`src/rtl/imuldiv_result_queue_pkg.sv`:
```
// Shared types and helpers for the mul/div result queue.
// Function codes follow the IMULDIV_MULDIVREQ_MSG_FUNC_* encoding used by the mul/div unit.
package imuldiv_result_queue_pkg;

  localparam int unsigned FN_W          = 3;
  localparam int unsigned RESP_W        = 64;
  localparam int unsigned WORD_W        = 32;
  localparam int unsigned RESULT_LO_LSB = 0;   // quotient / low product word
  localparam int unsigned RESULT_HI_LSB = 32;  // remainder word
  localparam int unsigned ENTRY_W       = FN_W + WORD_W;

  typedef enum logic [FN_W-1:0] {
    FUNC_MUL  = 3'd0,
    FUNC_DIV  = 3'd1,
    FUNC_DIVU = 3'd2,
    FUNC_REM  = 3'd3,
    FUNC_REMU = 3'd4
  } muldiv_fn_e;

  typedef struct packed {
    logic [FN_W-1:0]   fn;
    logic [WORD_W-1:0] word;
  } result_entry_t;

  // Pick the architecturally visible word; unknown codes fall back to the low word.
  function automatic logic [WORD_W-1:0] select_word(input logic [FN_W-1:0]   fn,
                                                    input logic [RESP_W-1:0] resp);
    logic [WORD_W-1:0] word;
    case (fn)
      FUNC_REM, FUNC_REMU: word = resp[RESULT_HI_LSB +: WORD_W];
      default:             word = resp[RESULT_LO_LSB +: WORD_W];
    endcase
    return word;
  endfunction

endpackage

```
`src/rtl/imuldiv_result_queue_sync_fifo.sv`:
```
// Synchronous val/rdy FIFO with wrap-bit pointers; instantiated for tags and results.
module imuldiv_sync_fifo #(
  parameter int unsigned WIDTH = 8,
  parameter int unsigned DEPTH = 4
) (
  input  logic             clk,
  input  logic             reset,
  input  logic             enq_val,
  output logic             enq_rdy,
  input  logic [WIDTH-1:0] enq_data,
  output logic             deq_val,
  input  logic             deq_rdy,
  output logic [WIDTH-1:0] deq_data
);

  localparam int unsigned AW = $clog2(DEPTH);
  localparam int unsigned PW = AW + 1;

  logic [WIDTH-1:0] mem [DEPTH];
  logic [PW-1:0]    wptr;
  logic [PW-1:0]    rptr;
  logic             full;
  logic             empty;
  logic             enq_fire;
  logic             deq_fire;

  // Occupancy flags from the pointer wrap bit.
  always_comb begin
    empty    = (wptr == rptr);
    full     = (wptr[AW] != rptr[AW]) && (wptr[AW-1:0] == rptr[AW-1:0]);
    enq_rdy  = !full;
    deq_val  = !empty;
    enq_fire = enq_val && !full;
    deq_fire = deq_rdy && !empty;
    deq_data = mem[rptr[AW-1:0]];
  end

  // Storage and pointer update; storage is cleared so the idle head reads zero.
  always_ff @(posedge clk or negedge reset) begin
    if (!reset) begin
      wptr <= '0;
      rptr <= '0;
      for (int i = 0; i < int'(DEPTH); i++) mem[i] <= '0;
    end else begin
      if (enq_fire) begin
        mem[wptr[AW-1:0]] <= enq_data;
        wptr              <= wptr + PW'(1);
      end
      if (deq_fire) rptr <= rptr + PW'(1);
    end
  end

endmodule

```
`src/rtl/imuldiv_result_queue.sv`:
```
// Result queue behind the iterative mul/div unit: pairs request function codes with
// in-order responses, extracts the visible 32-bit word and buffers it for the consumer.
// Optional zero-latency bypass when the result FIFO is empty: IMULDIV_RESULT_QUEUE_BYPASS_EN.
module imuldiv_result_queue
  import imuldiv_result_queue_pkg::*;
#(
  parameter int unsigned DEPTH = 4,
  parameter int unsigned CW    = 3
) (
  input  logic              clk,
  input  logic              reset,
  input  logic [FN_W-1:0]   req_fn,
  input  logic              req_go,
  output logic              tag_rdy,
  input  logic [RESP_W-1:0] muldivresp_msg_result,
  input  logic              muldivresp_val,
  output logic              muldivresp_rdy,
  output logic [WORD_W-1:0] result_msg,
  output logic [FN_W-1:0]   result_fn,
  output logic              result_val,
  input  logic              result_rdy,
  output logic [CW-1:0]     outstanding
);

  logic [FN_W-1:0] tag_head;
  logic            tag_val;
  logic            tag_deq_rdy;
  logic            res_enq_val;
  logic            res_enq_rdy;
  logic            res_deq_val;
  result_entry_t   res_in;
  result_entry_t   res_head;
  result_entry_t   res_out;
  logic            accept;
  logic            bypass;

  imuldiv_sync_fifo #(.WIDTH(FN_W), .DEPTH(DEPTH)) u_tag_fifo (
    .clk      (clk),
    .reset    (reset),
    .enq_val  (req_go),
    .enq_rdy  (tag_rdy),
    .enq_data (req_fn),
    .deq_val  (tag_val),
    .deq_rdy  (tag_deq_rdy),
    .deq_data (tag_head)
  );

  imuldiv_sync_fifo #(.WIDTH(ENTRY_W), .DEPTH(DEPTH)) u_res_fifo (
    .clk      (clk),
    .reset    (reset),
    .enq_val  (res_enq_val),
    .enq_rdy  (res_enq_rdy),
    .enq_data (res_in),
    .deq_val  (res_deq_val),
    .deq_rdy  (result_rdy),
    .deq_data (res_head)
  );

  // Response handshake, word selection and optional bypass steering.
  always_comb begin
    muldivresp_rdy = tag_val && res_enq_rdy;
    tag_deq_rdy    = muldivresp_val && res_enq_rdy;
    accept         = muldivresp_val && muldivresp_rdy;
    res_in.fn      = tag_head;
    res_in.word    = select_word(tag_head, muldivresp_msg_result);
`ifdef IMULDIV_RESULT_QUEUE_BYPASS_EN
    bypass         = accept && !res_deq_val && result_rdy;
`else
    bypass         = 1'b0;
`endif
    res_enq_val    = accept && !bypass;
    res_out        = bypass ? res_in : res_head;
    result_val     = res_deq_val || bypass;
    result_msg     = res_out.word;
    result_fn      = res_out.fn;
  end

  // Tags issued but not yet matched with a response.
  always_ff @(posedge clk or negedge reset) begin
    if (!reset) begin
      outstanding <= '0;
    end else begin
      case ({req_go && tag_rdy, accept})
        2'b10:   outstanding <= outstanding + CW'(1);
        2'b01:   outstanding <= outstanding - CW'(1);
        default: outstanding <= outstanding;
      endcase
    end
  end

endmodule
```
`config.mk`:
```
export PLATFORM = sky130hd
export DESIGN_NAME = imuldiv_result_queue
export DESIGN_NICKNAME = d
export VERILOG_FILES = /design/src/rtl/imuldiv_result_queue_pkg.sv /design/src/rtl/imuldiv_result_queue_sync_fifo.sv /design/src/rtl/imuldiv_result_queue.sv
export SDC_FILE = /design/constraint.sdc
export NUM_CORES = 1
export LEC_CHECK = 0
export CORE_ASPECT_RATIO = 0.75
export CORE_MARGIN = 2
export CORE_UTILIZATION = 50
export DETAILED_ROUTE_END_ITERATION = 8
export PLACE_DENSITY = 0.77
export RECOVER_POWER = 25
export REMOVE_ABC_BUFFERS = 1
export SLEW_MARGIN = 20
export SYNTH_ARGS = -nofsm -noshare
export SYNTH_HDL_FRONTEND = slang
export SYNTH_SLANG_ARGS = --single-unit
```
`constraint.sdc`:
```
create_clock -name clk -period 2.4 [get_ports clk]
set_input_delay 0.36 -clock clk [delete_from_list [all_inputs] [get_ports clk]]
set_output_delay 0.36 -clock clk [all_outputs]
set_load 0.01 [all_outputs]
```
==> flow_summary_export.csv <==
group,metric,value,unit
routing,wl_per_cell,24.7,um
synthesis,synth_area,0.00832,mm2
synthesis,yosys_warnings,0,
synthesis,synthCells,700,
place,port-buffer-count,112,
floorplan,rows,40,
routing,drc_errors,0,
power_and_ir_drop,leakage,4.11,nW
synthesis,synth-edff-count,0,
clocking,clockRootBuffer,"clkbuf_16",
floorplan,io_pins,113,
place,dp_hpwl,15000,um
sta,fin_crit_sh,98.0,%
critical_path,critPathMaxFanout,13,
critical_path,cp.required,2040,ps
power_and_ir_drop,ir_drop,0.00144,V
layout,syn2layout_area_growth,24.8,%
job,drv_cap,1,
sta,fin_crit,2350,ps
critical_path,crit_path_cell_trace,"buf_12, mux4_2, dlygate4sd2_1",
place,place_area,0.00973,mm2
layout,finalNetCount,876,
floorplan,fp.dieW,153,um
floorplan,core,0.0162,mm2
synthesis,syn_avg_cell_area,11.9,um2
critical_path,slowest_delay,570,ps
global_routing,grt_max_degree,93,
routing,drtPass1Iterations,6,
critical_path,critPathLaunchType,"register",
routing,drt_wl_total,25100,um
floorplan,start_util,51.5,%
critical_path,arrival,1990,ps
synthesis,yosysSeqAreaShare,50.2,%
routing,drtIter0Drc,1069,
clocking,clkLatencyLatePin,440,ps
run_status,violations,"capacitance limit, slew limit",
critical_path,cpMaxStageDelayCell,"mux4_2",
sta,relSlewSlack,-13.1,%
global_routing,grt_pass1_wl,39200,um
sta,clock_skew,9.89,ps
sta,setup_ws,47.4,ps
sta,rsz0062_at_grt,"yes",
sta,slew_viol_final,72,
synthesis,ys_types,27,
critical_path,crit_type,"register to output pin",
clocking,cts.sinks,167,
layout,fin_util,64.3,%
global_routing,antenna_found_initial,0,
floorplan,die_h,116,um
routing,viasPerCell,7.02,
critical_path,end_kind,"output pin",
layout,fill_cells,1188,
floorplan,dieArea,0.0177,mm2
clocking,cts_tree,"done",
run_status,outcome,"finished with violations",
sta,setup_viol,0,
power_and_ir_drop,power,18.8,mW
routing,via_count,7130,
layout,drive_gt1_share,24.7,%
clocking,cts_buffer_depth,2,
layout,fin_area,0.0104,mm2
clocking,cts_buffers,17,
power_and_ir_drop,p_per_area,1810,mW/mm2
synthesis,synthArstFlopShare,100,%
global_routing,overflow,0,
place,pre_cts_slack,10.1,ps
routing,antenna_left,0,
sta,finalHoldViolCount,0,
clocking,clkTransAtPathRegs,70,ps
synthesis,ys_ff_latch,167,
clocking,htreeDepth,4,
synthesis,ys.flop_type,"dfrtp_1",
sta,fmax,425,MHz
place,gp_congestion,0.845,
min_path,hold_class,"register to register",
global_routing,first_global_vias,7268,
sta,worst_slew_pin_slew,1700,ps
layout,n_antenna_cell,0,
global_routing,track_usage,28.8,%
==> state kept, by name, indices dropped and copies added (netlist names) <==
signal	flops
outstanding	3
u_res_fifo.mem	140
u_res_fifo.rptr	3
u_res_fifo.wptr	3
u_tag_fifo.mem	12
u_tag_fifo.rptr	3
u_tag_fifo.wptr	3
==> routing by layer <==
layer  share of wire [%]  track usage [%]  vias up
met1                  38             37.8     3541
met2                  49             47.4      545
met5                   0                0        -
met4                 2.0             10.4        0
met3                  11             7.18       56
li1                    -                -     2988
==> kinds of logic after synthesis <==
| group | Yosys count | share of synthesized area [%] |
|---|---|---|
| muxes | 66 | 14.1 |
| AOI/OAI and AO/OA | 290 | 21.8 |
| xor gates and xnor gates | 17 | 1.79 |
| DFF | 167 | 50.2 |
| and+or+nand+nor | 59 | 5.67 |
| buffers and inverters | 89 | 4.62 |
| adders and majority gates | 12 | 1.89 |
==> power by group <==
group	internal (mW)	switching, mW	total, mW
clock	1.60	1.18	2.78
combinational	4.51	6.28	10.8
sequential	4.31	0.914	5.23
==> path summary, 6_finish.rpt <==
path | start | end | slack, ps | cells after the start
max in group asynchronous | reset | u_res_fifo.wptr[0] | 330 | 2
setup / recovery | u_res_fifo.rptr[0] | result_msg[5] | 50 | 3
hold / removal | outstanding[2] | outstanding[2] | 470 | 1
min in group asynchronous | reset | u_res_fifo.mem[66] | 910 | 2
hold reg to reg | outstanding[2] | outstanding[2] | 470 | 1
setup reg to reg | u_tag_fifo.rptr[0] | u_res_fifo.mem[132] | 90 | 6
==> cells in the mapped netlist, types with 3 or more instances <==
master	n	area, um2
clkbuf_1	58	218
o21ai_0	19	95.1
nand3_2	30	300
and3_1	4	25.0
inv_1	7	26.3
buf_1	4	15.0
nand3b_1	3	22.5
xnor2_1	13	114
o21ai_1	4	20.0
dfrtp_1	167	4180
ha_1	11	138
nand2_1	6	22.5
mux2_2	28	315
and2_1	5	31.3
o21ai_2	10	87.6
buf_2	16	80.1
xor2_1	4	35.0
a31oi_1	257	1610
buf_6	4	45.0
nand3_1	6	30.0
mux4_2	38	856
==> final cells by class <==
class / count / area [um2] / share of cell area (%)
Multi-Input combinational cell: 444 / 3820 / 36.8
Timing Repair Buffer: 155 / 1500 / 14.4
Inverter: 7 / 26.3 / 0.253
Clock buffer: 20 / 457 / 4.39
Clock inverter: 12 / 140 / 1.35
Sequential cell: 167 / 4190 / 40.3
Tap cell: 210 / 263 / 2.53
==> placed cells by master (no fill, tap or decap), drive strengths merged, types with 2 or more instances in the layout <==
| master | count |
|---|---|
| nand3b | 3 |
| inv | 12 |
| clkinv | 2 |
| and2 | 5 |
| a31oi | 257 |
| dlygate4sd2 | 35 |
| mux2 | 28 |
| dfrtp | 167 |
| clkbuf | 21 |
| clkinvlp | 3 |
| and3 | 4 |
| xnor2 | 13 |
| xor2 | 4 |
| nand2 | 6 |
| mux4 | 38 |
| o21ai | 33 |
| ha | 11 |
| nand3 | 36 |
| bufinv | 2 |
| clkdlybuf4s50 | 75 |
| buf | 42 |
==> critical path: cells and delay by family, from the launching register on <==
kind                   cells  cell delay (ps)
buffers and inverters      2              510
flip-flops                 1              470
multiplexers               1              570
==> stage by stage <==
step / instances / hold slack, ps / TNS, ps
3_3_place_gp: 978 / 408 / 0
3_5_place_dp: 978 / 422 / 0
6_report: 1015 / 474 / 0
2_1_floorplan: 618 / 64.4 / -477290
5_1_grt: 1015 / 508 / -30.1
4_1_cts: 1011 / 475 / -195
==> timing repair <==
| item | 4_1_cts | 5_1_grt |
|---|---|---|
| endpoints found under the hold margin | 68 | 0 |
| pin swaps | 0 | 0 |
| buffers inserted | 0 | 3 |
| hold buffers | 1 | 0 |
| endpoints found under the setup margin | 41 | 57 |
| gates resized for setup | 40 | 14 |
| gates cloned | 0 | 1 |
(Power assumes the default switching activity.)
